### config.mk
export PLATFORM = sky130hd
export DESIGN_NAME = mem_req_ctrl_flat
export DESIGN_NICKNAME = d
export VERILOG_FILES = /design/src/rtl/mem_req_ctrl_if.sv /design/src/rtl/mem_req_ctrl.sv /design/src/flat_wrapper.sv
export SDC_FILE = /design/constraint.sdc
export NUM_CORES = 1
export LEC_CHECK = 0
export CAP_MARGIN = 25
export CORE_ASPECT_RATIO = 0.8
export CORE_MARGIN = 2
export CORE_UTILIZATION = 40
export DETAILED_ROUTE_END_ITERATION = 8
export PLACE_DENSITY = 0.71
export SYNTH_ARGS = -nofsm -noshare
export SYNTH_HDL_FRONTEND = slang
export SYNTH_SLANG_ARGS = --single-unit
export TNS_END_PERCENT = 1
### constraint.sdc
create_clock -name clk -period 2.65 [get_ports clk]
set_clock_uncertainty 0.1 [all_clocks]
set_input_delay 0.265 -clock clk [delete_from_list [all_inputs] [get_ports clk]]
set_output_delay 0.265 -clock clk [all_outputs]
set_load 0.02 [all_outputs]
### src/rtl/mem_req_ctrl_if.sv
// Command, response, clear and memory-pin bundle for mem_req_ctrl.
// The slave side is the controller; the master side is whoever drives commands and hosts the memory.
interface mem_req_ctrl_if #(
    parameter int ADDR_W = 5,
    parameter int DATA_W = 8
);
    logic              cmd_valid;
    logic              cmd_ready;
    logic              cmd_write;
    logic [ADDR_W-1:0] cmd_addr;
    logic [DATA_W-1:0] cmd_wdata;
    logic              rsp_valid;
    logic              rsp_ready;
    logic [DATA_W-1:0] rsp_data;
    logic              clr_start;
    logic              clr_busy;
    logic              clr_done;
    logic              mem_read;
    logic              mem_write;
    logic [ADDR_W-1:0] mem_addr;
    logic [DATA_W-1:0] mem_wdata;
    logic [DATA_W-1:0] mem_rdata;

    modport master (
        output cmd_valid, cmd_write, cmd_addr, cmd_wdata, rsp_ready, clr_start, mem_rdata,
        input  cmd_ready, rsp_valid, rsp_data, clr_busy, clr_done,
               mem_read, mem_write, mem_addr, mem_wdata
    );

    modport slave (
        input  cmd_valid, cmd_write, cmd_addr, cmd_wdata, rsp_ready, clr_start, mem_rdata,
        output cmd_ready, rsp_valid, rsp_data, clr_busy, clr_done,
               mem_read, mem_write, mem_addr, mem_wdata
    );
endinterface

### src/rtl/mem_req_ctrl.sv
// Sequences single read/write commands and a full-memory clear onto the strobes of a
// synchronous-read memory; read data is returned on a valid/ready response channel.
module mem_req_ctrl #(
    parameter int ADDR_W = 5,
    parameter int DATA_W = 8,
    parameter int RD_LAT = 1
) (
    input  logic          clk,
    input  logic          rst,
    mem_req_ctrl_if.slave bus
);
    typedef enum logic [2:0] {IDLE, WR, RD, RWAIT, RSP, CLR} state_t;

    localparam logic [1:0]        WAIT_LAST = 2'(RD_LAT - 1);
    localparam logic [ADDR_W-1:0] CLR_LAST  = {ADDR_W{1'b1}};

    state_t            state_reg;
    logic [1:0]        wait_cnt_reg;
    logic [ADDR_W-1:0] clr_cnt_reg;
    logic              mem_read_reg;
    logic              mem_write_reg;
    logic [ADDR_W-1:0] mem_addr_reg;
    logic [DATA_W-1:0] mem_wdata_reg;
    logic              rsp_valid_reg;
    logic [DATA_W-1:0] rsp_data_reg;
    logic              clr_busy_reg;
    logic              clr_done_reg;

    // Ready is the only combinational output so a clear request can pre-empt a command in the same cycle.
    assign bus.cmd_ready = (state_reg == IDLE) && !bus.clr_start && !rst;
    assign bus.mem_read  = mem_read_reg;
    assign bus.mem_write = mem_write_reg;
    assign bus.mem_addr  = mem_addr_reg;
    assign bus.mem_wdata = mem_wdata_reg;
    assign bus.rsp_valid = rsp_valid_reg;
    assign bus.rsp_data  = rsp_data_reg;
    assign bus.clr_busy  = clr_busy_reg;
    assign bus.clr_done  = clr_done_reg;

    always_ff @(posedge clk) begin
        if (rst) begin
            state_reg     <= IDLE;
            wait_cnt_reg  <= '0;
            clr_cnt_reg   <= '0;
            mem_read_reg  <= 1'b0;
            mem_write_reg <= 1'b0;
            mem_addr_reg  <= '0;
            mem_wdata_reg <= '0;
            rsp_valid_reg <= 1'b0;
            rsp_data_reg  <= '0;
            clr_busy_reg  <= 1'b0;
            clr_done_reg  <= 1'b0;
        end else begin
            clr_done_reg <= 1'b0;
            case (state_reg)
                IDLE: begin
                    if (bus.clr_start) begin
                        state_reg     <= CLR;
                        clr_cnt_reg   <= '0;
                        mem_write_reg <= 1'b1;
                        mem_addr_reg  <= '0;
                        mem_wdata_reg <= '0;
                        clr_busy_reg  <= 1'b1;
                    end else if (bus.cmd_valid) begin
                        mem_addr_reg  <= bus.cmd_addr;
                        mem_wdata_reg <= bus.cmd_wdata;
                        if (bus.cmd_write) begin
                            mem_write_reg <= 1'b1;
                            state_reg     <= WR;
                        end else begin
                            mem_read_reg <= 1'b1;
                            state_reg    <= RD;
                        end
                    end
                end
                WR: begin
                    mem_write_reg <= 1'b0;
                    state_reg     <= IDLE;
                end
                RD: begin
                    mem_read_reg <= 1'b0;
                    wait_cnt_reg <= '0;
                    state_reg    <= RWAIT;
                end
                RWAIT: begin
                    if (wait_cnt_reg == WAIT_LAST) begin
                        rsp_data_reg  <= bus.mem_rdata;
                        rsp_valid_reg <= 1'b1;
                        state_reg     <= RSP;
                    end else begin
                        wait_cnt_reg <= wait_cnt_reg + 2'd1;
                    end
                end
                RSP: begin
                    if (bus.rsp_ready) begin
                        rsp_valid_reg <= 1'b0;
                        state_reg     <= IDLE;
                    end
                end
                CLR: begin
                    // mem_addr tracks the counter so the strobe and address advance together.
                    if (clr_cnt_reg == CLR_LAST) begin
                        mem_write_reg <= 1'b0;
                        clr_busy_reg  <= 1'b0;
                        clr_done_reg  <= 1'b1;
                        clr_cnt_reg   <= '0;
                        state_reg     <= IDLE;
                    end else begin
                        clr_cnt_reg  <= clr_cnt_reg + ADDR_W'(1);
                        mem_addr_reg <= clr_cnt_reg + ADDR_W'(1);
                    end
                end
                default: state_reg <= IDLE;
            endcase
        end
    end
endmodule
### src/flat_wrapper.sv
// flat-port wrapper written by rule: the top's interface ports become plain ports
module mem_req_ctrl_flat 
#(
    parameter int ADDR_W = 5,
    parameter int DATA_W = 8,
    parameter int RD_LAT = 1
)
  (clk, rst, bus_cmd_valid, bus_cmd_write, bus_cmd_addr, bus_cmd_wdata, bus_rsp_ready, bus_clr_start, bus_mem_rdata, bus_cmd_ready, bus_rsp_valid, bus_rsp_data, bus_clr_busy, bus_clr_done, bus_mem_read, bus_mem_write, bus_mem_addr, bus_mem_wdata);
  mem_req_ctrl_if #(.ADDR_W(ADDR_W), .DATA_W(DATA_W)) bus_i ();
  input  logic clk;
  input  logic rst;
  input wire logic [$bits(bus_i.cmd_valid)-1:0] bus_cmd_valid;
  input wire logic [$bits(bus_i.cmd_write)-1:0] bus_cmd_write;
  input wire logic [$bits(bus_i.cmd_addr)-1:0] bus_cmd_addr;
  input wire logic [$bits(bus_i.cmd_wdata)-1:0] bus_cmd_wdata;
  input wire logic [$bits(bus_i.rsp_ready)-1:0] bus_rsp_ready;
  input wire logic [$bits(bus_i.clr_start)-1:0] bus_clr_start;
  input wire logic [$bits(bus_i.mem_rdata)-1:0] bus_mem_rdata;
  output wire logic [$bits(bus_i.cmd_ready)-1:0] bus_cmd_ready;
  output wire logic [$bits(bus_i.rsp_valid)-1:0] bus_rsp_valid;
  output wire logic [$bits(bus_i.rsp_data)-1:0] bus_rsp_data;
  output wire logic [$bits(bus_i.clr_busy)-1:0] bus_clr_busy;
  output wire logic [$bits(bus_i.clr_done)-1:0] bus_clr_done;
  output wire logic [$bits(bus_i.mem_read)-1:0] bus_mem_read;
  output wire logic [$bits(bus_i.mem_write)-1:0] bus_mem_write;
  output wire logic [$bits(bus_i.mem_addr)-1:0] bus_mem_addr;
  output wire logic [$bits(bus_i.mem_wdata)-1:0] bus_mem_wdata;
  assign bus_i.cmd_valid = bus_cmd_valid;
  assign bus_i.cmd_write = bus_cmd_write;
  assign bus_i.cmd_addr = bus_cmd_addr;
  assign bus_i.cmd_wdata = bus_cmd_wdata;
  assign bus_i.rsp_ready = bus_rsp_ready;
  assign bus_i.clr_start = bus_clr_start;
  assign bus_i.mem_rdata = bus_mem_rdata;
  assign bus_cmd_ready = bus_i.cmd_ready;
  assign bus_rsp_valid = bus_i.rsp_valid;
  assign bus_rsp_data = bus_i.rsp_data;
  assign bus_clr_busy = bus_i.clr_busy;
  assign bus_clr_done = bus_i.clr_done;
  assign bus_mem_read = bus_i.mem_read;
  assign bus_mem_write = bus_i.mem_write;
  assign bus_mem_addr = bus_i.mem_addr;
  assign bus_mem_wdata = bus_i.mem_wdata;
  mem_req_ctrl #(.ADDR_W(ADDR_W), .DATA_W(DATA_W), .RD_LAT(RD_LAT)) u_core (.clk(clk), .rst(rst), .bus(bus_i));
endmodule
# ---- Word level (Yosys, flattened, before mapping)
# Cells that the tools add are included.
dict set report word_totals {
  ff_bits 36
  inputBits 27
  output_inout_bits 27
}
dict set report op_classes {
  addsub 2
  eq_ne 17
  n_mux 33
  bitwise_logic 1
  reduce_logical 23
}
# operator count
set ops {}
lappend ops {{5-bit 2-to-1 mux} 5}
lappend ops {{5-bit one-hot mux with 2 select lines} 2}
lappend ops {{8-bit 2-to-1 mux} 2}
lappend ops {{3-bit 2-to-1 mux} 5}
lappend ops {{3-bit one-hot mux with 5 select lines} 1}
lappend ops {{2-bit inequality test (second input constant)} 7}
lappend ops {{4-bit AND reduction} 3}
lappend ops {{1-bit 2-to-1 mux} 11}
lappend ops {{2-bit nonzero test} 5}
lappend ops {{3-bit AND reduction} 3}
lappend ops {{2-bit AND reduction} 4}
lappend ops {{3-bit by 2-bit == test with 1-bit output (second input constant)} 2}
lappend ops {{3-bit == test (second input constant)} 2}
lappend ops {{3-bit inequality test (second input constant)} 2}
lappend ops {{1-bit one-hot mux with 2 select lines} 3}
lappend ops {{5-bit by 1-bit adder with 5-bit output (second input constant)} 1}
lappend ops {{5-bit == test (second input constant)} 1}
lappend ops {{2-bit 2-to-1 mux} 2}
lappend ops {{2-bit by 1-bit inequality test with 1-bit output (second input constant)} 2}
lappend ops {{2-bit one-hot mux with 2 select lines} 1}
lappend ops {{3-bit by 1-bit == test with 1-bit output (second input constant)} 1}
lappend ops {{3-bit logical NOT} 1}
lappend ops {{1-bit one-hot mux with 3 select lines} 1}
lappend ops {{3-bit nonzero test} 1}
lappend ops {{other kinds (6)} 8}

# ---- Depth between registers and ports, before layout
# Gate-level depths: netlist of the first run.
dict set report logic_depth {
  ltp_word 4
  depth_mapped 7
  ltp_nobuf 7
}

# ---- Worst setup path after synthesis of the first run
# No wires, ideal clock.
dict set report synth_timing {
  kind {reg-to-reg}
  start {register u_core.clr_cnt_reg[0]}
  end {register u_core.state_reg[2]}
  setup_ns 0.058
  t_arrival_ns 1.637
  required_time_ns 2.492
  path_slack_ns 0.855
  path_stages_with_launch 8
  path_buffers 0
  path_cell_list {dfxtp_1 > ha_1 > and3_1 > ha_1 > nand3b_1 > a21o_1 > a211o_1 > nand2_1}
}
dict set report synth_via {
  elab_chain_cells 3
}
# item line_no
set synth_rtl {}
lappend synth_rtl {{start, declared} mem_req_ctrl.sv:19} ;# logic [ADDR_W-1:0] clr_cnt_reg;
lappend synth_rtl {{start signal, assigned} mem_req_ctrl.sv:109} ;# clr_cnt_reg <= clr_cnt_reg + ADDR_W'(1);
lappend synth_rtl {{5-bit == test} mem_req_ctrl.sv:102} ;# if (clr_cnt_reg == CLR_LAST) begin
lappend synth_rtl {{2-bit by 1-bit inequality test with 1-bit output (no line)} --}
lappend synth_rtl {{4-bit AND reduction (no line)} --}
lappend synth_rtl {{end signal, assigned} mem_req_ctrl.sv:97} ;# state_reg <= IDLE;
lappend synth_rtl {{end signal, assigned} mem_req_ctrl.sv:107} ;# state_reg <= IDLE;
lappend synth_rtl {{end signal, assigned} mem_req_ctrl.sv:113} ;# default: state_reg <= IDLE;
lappend synth_rtl {{end, declared} mem_req_ctrl.sv:17} ;# state_t state_reg;
# No other way between the ends.
# A chain may end at the register's enable or synchronous reset.

# ---- Worst setup path after layout of the first run
dict set report layout_timing {
  start {register u_core.state_reg[0]}
  end {output port bus_cmd_ready}
}
dict set report layout_via {
  elab_chain_cells 3
}
# item line_no
set layout_rtl {}
lappend layout_rtl {{start signal, assigned} mem_req_ctrl.sv:42} ;# state_reg <= IDLE;
lappend layout_rtl {{start signal, assigned} mem_req_ctrl.sv:58} ;# state_reg <= CLR;
lappend layout_rtl {{start signal, assigned} mem_req_ctrl.sv:69} ;# state_reg <= WR;
lappend layout_rtl {{3-bit logical NOT} mem_req_ctrl.sv:30} ;# assign bus.cmd_ready = (state_reg == IDLE) && !bus.clr_start && !rst;
lappend layout_rtl {{1-bit logical AND (2 in a row)} mem_req_ctrl.sv:30}
lappend layout_rtl {{end, declared} flat_wrapper.sv:19} ;# output wire logic [$bits(bus_i.cmd_ready)-1:0] bus_cmd_ready;
# No other way between the ends.

==> results by stage, run 1 <==
Setup path:
- The kind of start point of the critical path is a register.
- The end of the worst register-to-register path is u_core.bus.mem_addr[4].
- The data arrival time at the worst-slack endpoint is approximately 1.9 ns.
- The required time reported for the critical path endpoint is 2.29 ns.
- The critical path class is register to output port.
- The launch point of the worst reg-to-reg path is u_core.clr_cnt_reg[0].
- Of all nets on the critical path, the largest fanout is 3.
- The critical path endpoint category is an output port.
- The cell count of the worst reg-to-reg path is 7.
- The reg-to-reg setup timing slack is approximately 0.63 ns.

Pwr:
- Power spread over the standard cell area amounts to 648.2 mW/mm^2.
- The largest vdd supply drop is between 0.0002 and 0.0003 V.
- The analysis attributes to cell leakage a power of a little over 0.8 nW.
- The total power after layout is around 1.5 mW.

Cells and area:
- The count of fill cells added during filler insertion is around 410.
- The library cell used most frequently in the layout, excluding fill and tap cells, is clkdlybuf4s50_1.
- The antenna diode count is 0.
- The number of nets at the end of the flow is roughly 290.
- From synthesis to final layout, the design area changed by 40.28%.
- The final instance area is around 0.0024 sq mm.
- Registers take between 700 and 800 sq um.
- In the layout the commonest cells are clkdlybuf4s50_1, dfxtp_1, nand2_1.
- Of the cells placed in the final design, the portion with a size suffix greater than 1 is 0.06615.
- The area used by multi-input combinational logic is a little under 900 sq um.

Synthesis:
- The yosys synthesis warning count is 0.
- Synthesis produced 204 cells.
- The net count after synthesis is around 230.
- Of all flip-flops after synthesis, the portion carrying an async set or reset was 0.
- The synthesized netlist occupies a cell area of 0.001680 sq mm.
- In the post-synthesis netlist, the biggest area contributors are dfxtp_1, a21oi_1, nand2_1.
- Of the post-synthesis cell area, the dominant cell type holds 0.4289.
- dfxtp_1 takes more of the synthesized area than any other cell.
- The synthesized design contains 36 register bits.
- The share of the Yosys chip area taken by registers is 0.4289.
- The leading register cell type out of synthesis is dfxtp_1.
- The synthesized area divided by synthesized cell count is ~8 sq um.
- Yosys mapped the design onto 49 distinct sky130hd cell types.
- The number of enable-type register cells in the synthesized netlist is 0.

Routing:
- The detail route stage leaves a number of antenna-violating nets equal to 0.
- The average via count per standard cell is roughly 5.2.
- The count of vias placed by the detailed router is 1634.
- For this run, design rule violations remaining after detail routing come to 0.
- The total routed wirelength is between 4 and 5 mm.
- After the first detailed-routing iteration, the DRC count stood at around 120.
- The first detailed-routing pass took 4 iterations.
- The post-detailed-route wirelength per cell is 13.01 um.

Outcome:
- The flow ran to the end, and the final reports show no timing, DRC or antenna violations.

Global route:
- The global routing usage summed across all routing layers is 0.1792.
- The first global-routing pass estimated about 6.6 mm of wire.
- After global routing the overflow that remains totals 0.
- The number of global-route vias before repair is 1367.
- Entering global routing, the biggest net connects 39 pins.
- The initial antenna violation count came to 0.

Clock tree:
- The H-tree generated during clock tree synthesis spans 2 levels.
- The insertion delay of the later-clocked pin in the worst-skew pair is 0.29 ns.
- The clock tree from TritonCTS is yes.
- The tree built by TritonCTS fans out to 36 sinks.
- After clock tree synthesis, the repair step resized 0 gates.
- The buffer depth of the longest clock path is 2.
- After clock tree synthesis, the flow added hold-fix buffers numbering 0.
- The buffer cell driving the clock tree root is clkbuf_8.
- After clock tree synthesis, the setup repair step added 0 buffers.
- The number of CTS-inserted buffers is 5.
- After clock tree synthesis, the clock-pin slew on the worst setup and hold paths is 0.07 ns.

Floorplanning:
- The initial utilization of the core area, before any placement, comes to 0.4100.
- The floorplan step defined a die boundary enclosing 0.004739 sq mm.
- After floorplanning, the core was divided into 21 placement rows.
- The height of the die is between 60 and 70 um.
- Pin placement for this block handled 54 I/O pins.
- The core region is 0.004099 sq mm.
- The overall die width is around 76 um.

Hold path:
- The hold-critical path depth is 2.
- The tightest min-delay check is of the register to register type.
- For hold timing, the worst endpoint is u_core.bus.rsp_data[2].
- The worst hold path begins at u_core.bus.rsp_data[2].

Place:
- The count of buffers added on input and output ports is 53.
- The instance area after placement is 0.002261 sq mm.
- The weighted congestion reported at the end of routability-driven placement is 0.8294.
- Detailed placement ended at an HPWL of approximately 2.8 mm.

Timing:
- The setup violation total in the final timing report is 0.
- For the pin with the worst max-slew slack, the measured transition is 0.6498 ns.
- The final critical path time including I/O delays and setup is 2.216 ns.
- The relative slew slack is 0.5623.
- Setup repair after global routing left no endpoint under its margin.
- The achievable clock frequency is ~450 MHz.
- The count of final max-slew check failures is 0.
- The number of hold violations in the final report is 0.
- In the finished design, the share of the clock period the worst path needs comes to 0.8363.
- In the final timing run, aggregate negative setup slack is 0 ns.

Run:
- The max-cap violation count is 0.
[area by class of cell]
class	instances	share of cell area
Sequential cell	36	0.3057
Timing Repair Buffer	58	0.2410
Inverter	5	0.007962
Tap cell	57	0.03025
Clock buffer	7	0.04087
Multi-Input combinational cell	151	0.3742
[where the power goes]
part	switching [mW]	internal, mW	leakage [nW]	total [mW]
clock network	0.187	0.231	0.0503	0.418
logic	0.271	0.217	0.470	0.488
registers	0.0278	0.594	0.293	0.622
[worst max path at each step]
stage	to	start	slack (ns)	depth (start not counted)
6_report	bus_cmd_ready	u_core.state_reg[0]	0.43	3
5_1_grt	bus_cmd_ready	u_core.state_reg[0]	0.32	3
4_1_cts	bus_cmd_ready	u_core.state_reg[0]	0.42	3
3_5_place_dp	u_core.bus.mem_addr[4]	bus_clr_start	0.40	5
3_3_place_gp	u_core.bus.mem_addr[2]	bus_clr_start	0.43	5
2_1_floorplan	u_core.state_reg[2]	u_core.clr_cnt_reg[0]	0.85	7
[logic make-up (layout without fill, tap and decap cells)]
group	after synthesis	in the layout	share of synthesized area
and+or+nand+nor	90	90	0.2882
AOI/OAI and AO/OA	55	55	0.1981
DFF	36	36	0.4289
buffers and inverters	17	70	0.04615
adders and majority gates	3	3	0.02234
xor gates and xnor gates	2	2	0.01043
muxes	1	1	0.005957
[Yosys cell counts (4+ instances only)]
cell type  instances
a21oi_1           28
a311oi_1           4
buf_2              4
clkbuf_1           4
dfxtp_1           36
inv_1              4
nand2_1           33
nand3b_1          14
nor2_1            13
nor3_1             5
o21ai_0            6
[stage by stage]
step | std cells | hold slack, ns | worst slack [ns] | util
after detailed placement | 307 | 0.3462 | 0.4036 | 0.5516
after global placement | 307 | 0.3384 | 0.4345 | 0.5516
after global routing | 314 | 0.3741 | 0.3243 | 0.5751
after CTS | 314 | 0.3548 | 0.4156 | 0.5751
after floorplan | 204 | 0.3010 | 0.8547 | -
final | 314 | 0.3519 | 0.4338 | 0.5751
[per-layer routing]
metal / global-route usage / part of all wire
met4: 0.07013 / 0.014
met2: 0.2718 / 0.44
met1: 0.2471 / 0.50
met5: 0 / 0
met3: 0.04913 / 0.047
[worst max-delay path: stages, from the launching register on]
cell	delay, ns
dfxtp_1	0.31
or3_1	0.44
nor3_1	0.17
clkdlybuf4s50_1	0.65
Note: power is estimated with default switching activity, not from simulation.
==> inputs of run 2 (changes only) <==
==> constraint.sdc (replaced) <==
create_clock -name clk -period 2.26 [get_ports clk]
set_clock_uncertainty 0.1 [all_clocks]
set_input_delay 0.226 -clock clk [delete_from_list [all_inputs] [get_ports clk]]
set_output_delay 0.226 -clock clk [all_outputs]
set_load 0.02 [all_outputs]
==> run 2 against run 1 <==
Compared with the run above:
- first-iteration DRC count down 31%
- worst setup slack worse by 0.18 ns
- combinational power up 20%
- largest power group unchanged
- final area up 2.0%
- flip-flop and latch count unchanged
- via count down 0.55%
- clock power up 48%
- routed wire length up 2.3%
- utilization up 1.2 points
==> results by stage, run 2 (synthesized netlist as in run 1, its figures left out) <==
Setup path:
- The cell class contributing the biggest share of worst-path delay is compound AO/OA/AOI/OAI gates.
- STA classifies the critical path startpoint as a register.
- The maximum fanout along the worst path is 5.
- At the worst endpoint, the arrival time is between 2 and 2.5 ns.
- The critical path class is register to register.
- The most frequent cell on the critical path is ha_1.
- The buffering stage count on the worst path with inverters included is 0.
- For this design, the slowest cell found on the critical path is dfxtp_1.
- The critical path goes through ha_1, and3_1, ha_1, nand3b_1, o31ai_1, a21oi_1, a311oi_1.
- Data on the critical path is required at its endpoint by approximately 2.4 ns.
- The worst setup path is captured at a register.
- In this design, the stage delay of the slowest critical-path cell is 0.35 ns.

Floorplanning:
- The height of the die is around 62 um.
- The cell row count is 21.
- The total die area is approximately 0.0047 sq mm.
- The core footprint is 0.004099 sq mm.
- The initial core utilization is 0.4100.
- For this design the top-level I/O count stands at 54.
- The overall die width is 76.47 um.

Pwr:
- Overall power consumption after layout is estimated at between 1.5 and 2 mW.
- Summed over all cells, the static leakage comes to 0.8527 nW.
- VDD sags by at most ~0.0004 V.
- For this design the ratio of total power to cell area is approximately 800 mW/mm^2.

Cells and area:
- The final layout contains 289 nets.
- The count of fill cells added during filler insertion is roughly 400.
- After routing the design area is roughly 0.0024 sq mm.
- The number of antenna diodes in the final layout is 0.
- The fraction of the core area covered by cells at the end of the flow is 0.5867.
- Leaving out fill and tap cells, the most frequent cells in the layout are clkdlybuf4s50_1, dfxtp_1, nand2_1.
- After the flow finishes, the layout carries non-filler instances totaling ~320.
- Registers take 720.7 sq um.
- The share of layout cells above drive strength 1 is 0.07692.
- The library cell used most frequently in the layout, excluding fill and tap cells, is clkdlybuf4s50_1.
- In the final layout, the multi-input gates occupy slightly below 900 sq um.
- From synthesis to final layout, the design area changed by 43.11%.

Global route:
- The largest net degree at the start of global routing is 39.
- The wire length of the first global-routing pass is 6.651 mm.
- In the global route stage, overall resource usage came out at 0.1773.
- The global route total overflow is 0.
- The initial antenna violation count is 0.
- The number of global-route vias before repair is around 1400.

Clock tree:
- Once the clock tree was built, the resizer swapped 0 gates to a different size.
- For this design, the CTS-stage hold fixing added 0 buffers.
- The number of H-tree branching levels is 2.
- For the worst-skew pair, the clock arrives at the later sink with an insertion delay of ~0.28 ns.
- Post-CTS timing repair inserted 0 buffers for setup.
- The clock transition at the registers of the reported paths is 0.07 ns.
- TritonCTS created 5 clock buffers.
- In this run the deepest clock path goes through 2 buffers.
- The number of sinks on the clock net is 36.
- TritonCTS built the clock tree.
- The buffer cell driving the clock tree root is clkbuf_8.

Place:
- During placement, the flow inserted port buffers numbering 53.
- The total instance count after detailed placement is between 300 and 400.
- The post-placement setup slack is about 0.19 ns.
- The congestion estimate from routability-driven global placement came to 0.7873.
- Once placement finished, the instance area stood at ~0.0023 sq mm.
- The total half-perimeter wirelength after legalization and detailed placement is just under 3 mm.

Routing:
- Using the TritonRoute via totals, the vias-per-cell ratio works out to between 5 and 6.
- The detail route stage leaves a number of antenna-violating nets equal to 0.
- The detailed router's first-iteration violation count is between 80 and 90.
- For this block, the routed nets add up to ~4.2 mm of wire.
- After detailed routing, the met2 layer carries between 1.5 and 2 mm of wire.
- The count of vias placed by the detailed router is 1625.
- Dividing the detail-routed wire length by the instance count gives roughly 13 um.
- The detailed-routed wire length on met3 is about 240 um.
- In the final routing, the length of wire on met1 measures just over 2 mm.
- The first-pass detailed-route iteration total is 4.
- The total DRC errors in the routed layout is 0.
- The highest layer touched by signal routing is met4.

Timing:
- The number of hold violations in the final report is 0.
- The count of final max-slew check failures is 0.
- The achievable clock frequency is between 400 and 500 MHz.
- At the pin with the least slew margin, the transition time is approximately 0.66 ns.
- In the post-route analysis, the smallest setup slack over all paths is between 0.2 and 0.3 ns.
- The final critical path time including I/O delays and setup is about 2 ns.
- The summed negative setup slack over all endpoints is 0 ns.
- In this run the tightest slew margin relative to its limit is 0.5556.
- Setup repair after global routing left no endpoint under its margin.
- Dividing the final minimum period by the clock period gives 0.8881.
- The worst hold margin is 0.3536 ns.
- The setup violation total in the final timing report is 0.

Hold path:
- The class of the tightest hold or removal check is register to register.

Outcome:
- The flow ran to the end, and the final reports show no timing, DRC or antenna violations.

Run:
- The max-cap violation count is 0.
[run 2: final cells by class]
| cell class | count | area share |
|---|---|---|
| clock buffers | 7 | 0.04006 |
| clock inverters | 1 | 0.01249 |
| inverters | 5 | 0.007804 |
| multi-input cells | 151 | 0.3668 |
| flip-flops and latches | 36 | 0.2997 |
| well taps | 57 | 0.02966 |
| repair buffers | 60 | 0.2435 |
[run 2: path summary, 6_finish.rpt]
kind              depth (start not counted)                       to                    start  slack [ns]
setup reg to reg                          7   u_core.bus.mem_addr[1]    u_core.clr_cnt_reg[0]        0.25
setup / recovery                          7   u_core.bus.mem_addr[1]    u_core.clr_cnt_reg[0]        0.25
hold / removal                            2  u_core.bus.mem_wdata[1]  u_core.bus.mem_wdata[1]        0.35
hold reg to reg                           2  u_core.bus.mem_wdata[1]  u_core.bus.mem_wdata[1]        0.35
[run 2: worst register-to-register path, cell delays in order, from the launching register on]
cell      delay [ns]
dfxtp_1         0.35
ha_1            0.25
and3_1          0.20
ha_1            0.20
nand3b_1        0.20
o31ai_1         0.20
a21oi_1         0.15
a311oi_1        0.26
[run 2: metal layers]
metal | up-vias | GRT usage
met5 | - | 0
met4 | 0 | 0.05455
met3 | 2 | 0.04624
met2 | 40 | 0.2781
met1 | 748 | 0.2449
li1 | 835 | -
[run 2: power by group]
part | switching (mW) | total (mW) | internal, mW | leakage, nW
clock | 0.229 | 0.618 | 0.389 | 0.0645
combinational | 0.325 | 0.586 | 0.261 | 0.495
sequential | 0.0321 | 0.728 | 0.696 | 0.293
==> inputs of run 3 (changes only) <==
--- a/config.mk
+++ b/config.mk
@@ -7,7 +7,7 @@
 export LEC_CHECK = 0
 export CAP_MARGIN = 25
 export CORE_ASPECT_RATIO = 0.8
-export CORE_MARGIN = 2
+export CORE_MARGIN = 5
 export CORE_UTILIZATION = 40
 export DETAILED_ROUTE_END_ITERATION = 8
 export PLACE_DENSITY = 0.71
==> run 3 against run 2 <==
Compared with the run above:
- maximum frequency is 6.6% lower
- largest cell class unchanged
- critical endpoint is now bus_cmd_ready
- sequential power hardly changed
- first-iteration DRC count grew 67%
- die area rose by 18%
==> results by stage, run 3 (synthesized netlist as in run 1, its figures left out) <==
Hold path:
- In this run the worst hold path is classified as register to register.

Timing:
- Counting I/O delays and the setup requirement, the final critical path takes roughly 2.1 ns.
- The achievable clock frequency is roughly 470 MHz.
- The count of final max-slew check failures came to 0.
- The number of hold violations in the final report came to 0.
- The transition time at the pin with the least slew margin is slightly above 0.6 ns.
- Setup slack closes at around 0.11 ns.
- The worst hold margin is about 0.35 ns.
- Of the available clock period, the critical path in the final layout requires 0.9508.
- Setup repair after global routing left no endpoint under its margin.
- The setup violation total in the final timing report is 0.
- The summed negative setup slack over all endpoints is 0 ns.
- Headroom to the max-slew limit came out at 0.5888.

Routing:
- The count of antenna-violating nets left after detailed routing is 0.
- The average via count per standard cell is between 5 and 6.
- After detailed routing, the average wire length per cell comes to 13.59 um.
- The detailed router's first-iteration violation count is ~140.
- The count of vias placed by the detailed router is 1637.
- The first-pass detailed-route iteration total is 4.
- The total routed wirelength is around 4.3 mm.
- The total DRC errors in the routed layout is 0.

Setup path:
- The critical path class is register to output port.
- STA classifies the critical path endpoint as an output port.
- At the worst endpoint, the required time is ~1.9 ns.
- Data arrives at the worst endpoint at ~1.8 ns.
- The maximum fanout along the worst path is 3.
- The kind of start point of the critical path is a register.

Global route:
- For this run, the total global-route usage over all layers was measured as 0.1666.
- The number of global-route vias before repair is between 1000 and 1500.
- The initial antenna violation count is 0.
- The wire length of the first global-routing pass is roughly 7.0 mm.
- The total overflow left after global routing is 0.
- The largest net degree at the start of global routing is 39.

Cells and area:
- Of the cells placed in the final design, the portion with a size suffix greater than 1 is 0.08046.
- The most common library cell in the layout ignoring fill and taps is clkdlybuf4s50_1.
- The number of nets at the end of the flow is slightly below 300.
- The count of fill cells added during filler insertion is between 300 and 400.
- In the layout the commonest cells are clkdlybuf4s50_1, dfxtp_1, nand2_1.
- The antenna diode count is 0.
- Relative to the synthesized area, the layout overhead comes to 42.52%.

Clock tree:
- The clock passes through at most 2 buffers.
- After clock tree synthesis, the clock-pin slew on the worst setup and hold paths is around 0.070 ns.
- The hold buffer count at cts is 0.
- The later pin in the worst-skew pair is clocked with a latency of just under 0.3 ns.
- The post-cts gate resize count is 0.
- The H-tree generated during clock tree synthesis spans 2 levels.
- TritonCTS created 5 clock buffers.
- The clock tree from TritonCTS is yes.
- Clock tree synthesis found a total of 36 sinks.
- The root buffer cell chosen for the clock tree is clkbuf_8.
- The number of setup buffers added after CTS is 0.

Outcome:
- The flow ran to the end, and the final reports show no timing, DRC or antenna violations.

Floorplanning:
- The floorplan step defined a die boundary enclosing roughly 0.0056 sq mm.
- The overall die width is a little over 80 um.
- During I/O placement, the number of pins put on the boundary was 54.
- The initial utilization of the core area, before any placement, comes to 0.4073.
- The core footprint is 0.004125 sq mm.
- The height of the die is about 68 um.
- Row generation in the floorplan step produced 21 rows.

Place:
- The post-placement setup slack is ~0.25 ns.
- Routability-driven placement finished with a final weighted congestion of just under 0.8.
- Input and output buffers added on the ports amount to 53.
- The total half-perimeter wirelength after legalization and detailed placement is around 3 mm.

Pwr:
- The largest vdd supply drop is 0.0004139 V.
- Power spread over the standard cell area amounts to around 790 mW/mm^2.
- Power comes to between 1.5 and 2 mW.
- The reported leakage power is between 0.8 and 0.9 nW.

Run:
- Across the run, the number of max-cap violations was 0.
-- run 3: cell types whose count changed in the layout (fill, tap and decap cells not counted), sizes merged --
cell and delta:
clkbuf -2, buf +1, clkdlybuf4s50 +1, clkinv +1
clkinvlp +1, dlymetal6s2s -1
-- run 3: layout make-up --
| class | instances | area, sq um | share of cell area |
|---|---|---|---|
| clock buffer | 5 | 68.82 | 0.02874 |
| sequential | 36 | 720.7 | 0.3009 |
| inverter | 5 | 18.77 | 0.007837 |
| multi-input combinational | 151 | 882.1 | 0.3683 |
| tap | 57 | 71.32 | 0.02978 |
| timing repair buffer | 61 | 590.6 | 0.2466 |
| clock inverter | 3 | 42.54 | 0.01776 |
-- run 3: critical path, cell delays in order (launching register included) --
cell and delay [ns]:
dfxtp_1 0.31, or3_1 0.44, nor3_1 0.15, clkdlybuf4s50_1 0.63
-- run 3: per-stage QoR --
step	cell area (sq um)	std cells	util
floorplan	1680	204	-
global placement	2283	310	0.5535
detailed placement	2283	310	0.5535
CTS	2395	318	0.5805
global route	2395	318	0.5805
finish	2395	318	0.5805
-- run 3: per-layer routing --
| layer | routed length (um) | track usage | vias up |
|---|---|---|---|
| li1 | - | - | 835 |
| met1 | 1982 | 0.2228 | 741 |
| met2 | 1882 | 0.2310 | 52 |
| met3 | 369 | 0.06184 | 9 |
| met4 | 88 | 0.08714 | 0 |
| met5 | 0 | 0 | - |
-- run 3: power by group --
part           total [mW]  switching, mW  leakage (nW)  internal, mW
registers           0.728         0.0326         0.293         0.696
clock network       0.568          0.241        0.0541         0.326
logic               0.595          0.326         0.484         0.269
total                1.89          0.600         0.831          1.29
-- run 3: final timing paths --
path              cells past startpoint  slack (ns)                       to               startpoint
setup / recovery                      3        0.11            bus_cmd_ready      u_core.state_reg[0]
hold / removal                        2        0.35  u_core.bus.mem_wdata[4]  u_core.bus.mem_wdata[4]
setup reg to reg                      7        0.25   u_core.bus.mem_addr[4]    u_core.clr_cnt_reg[0]
hold reg to reg                       2        0.35  u_core.bus.mem_wdata[4]  u_core.bus.mem_wdata[4]
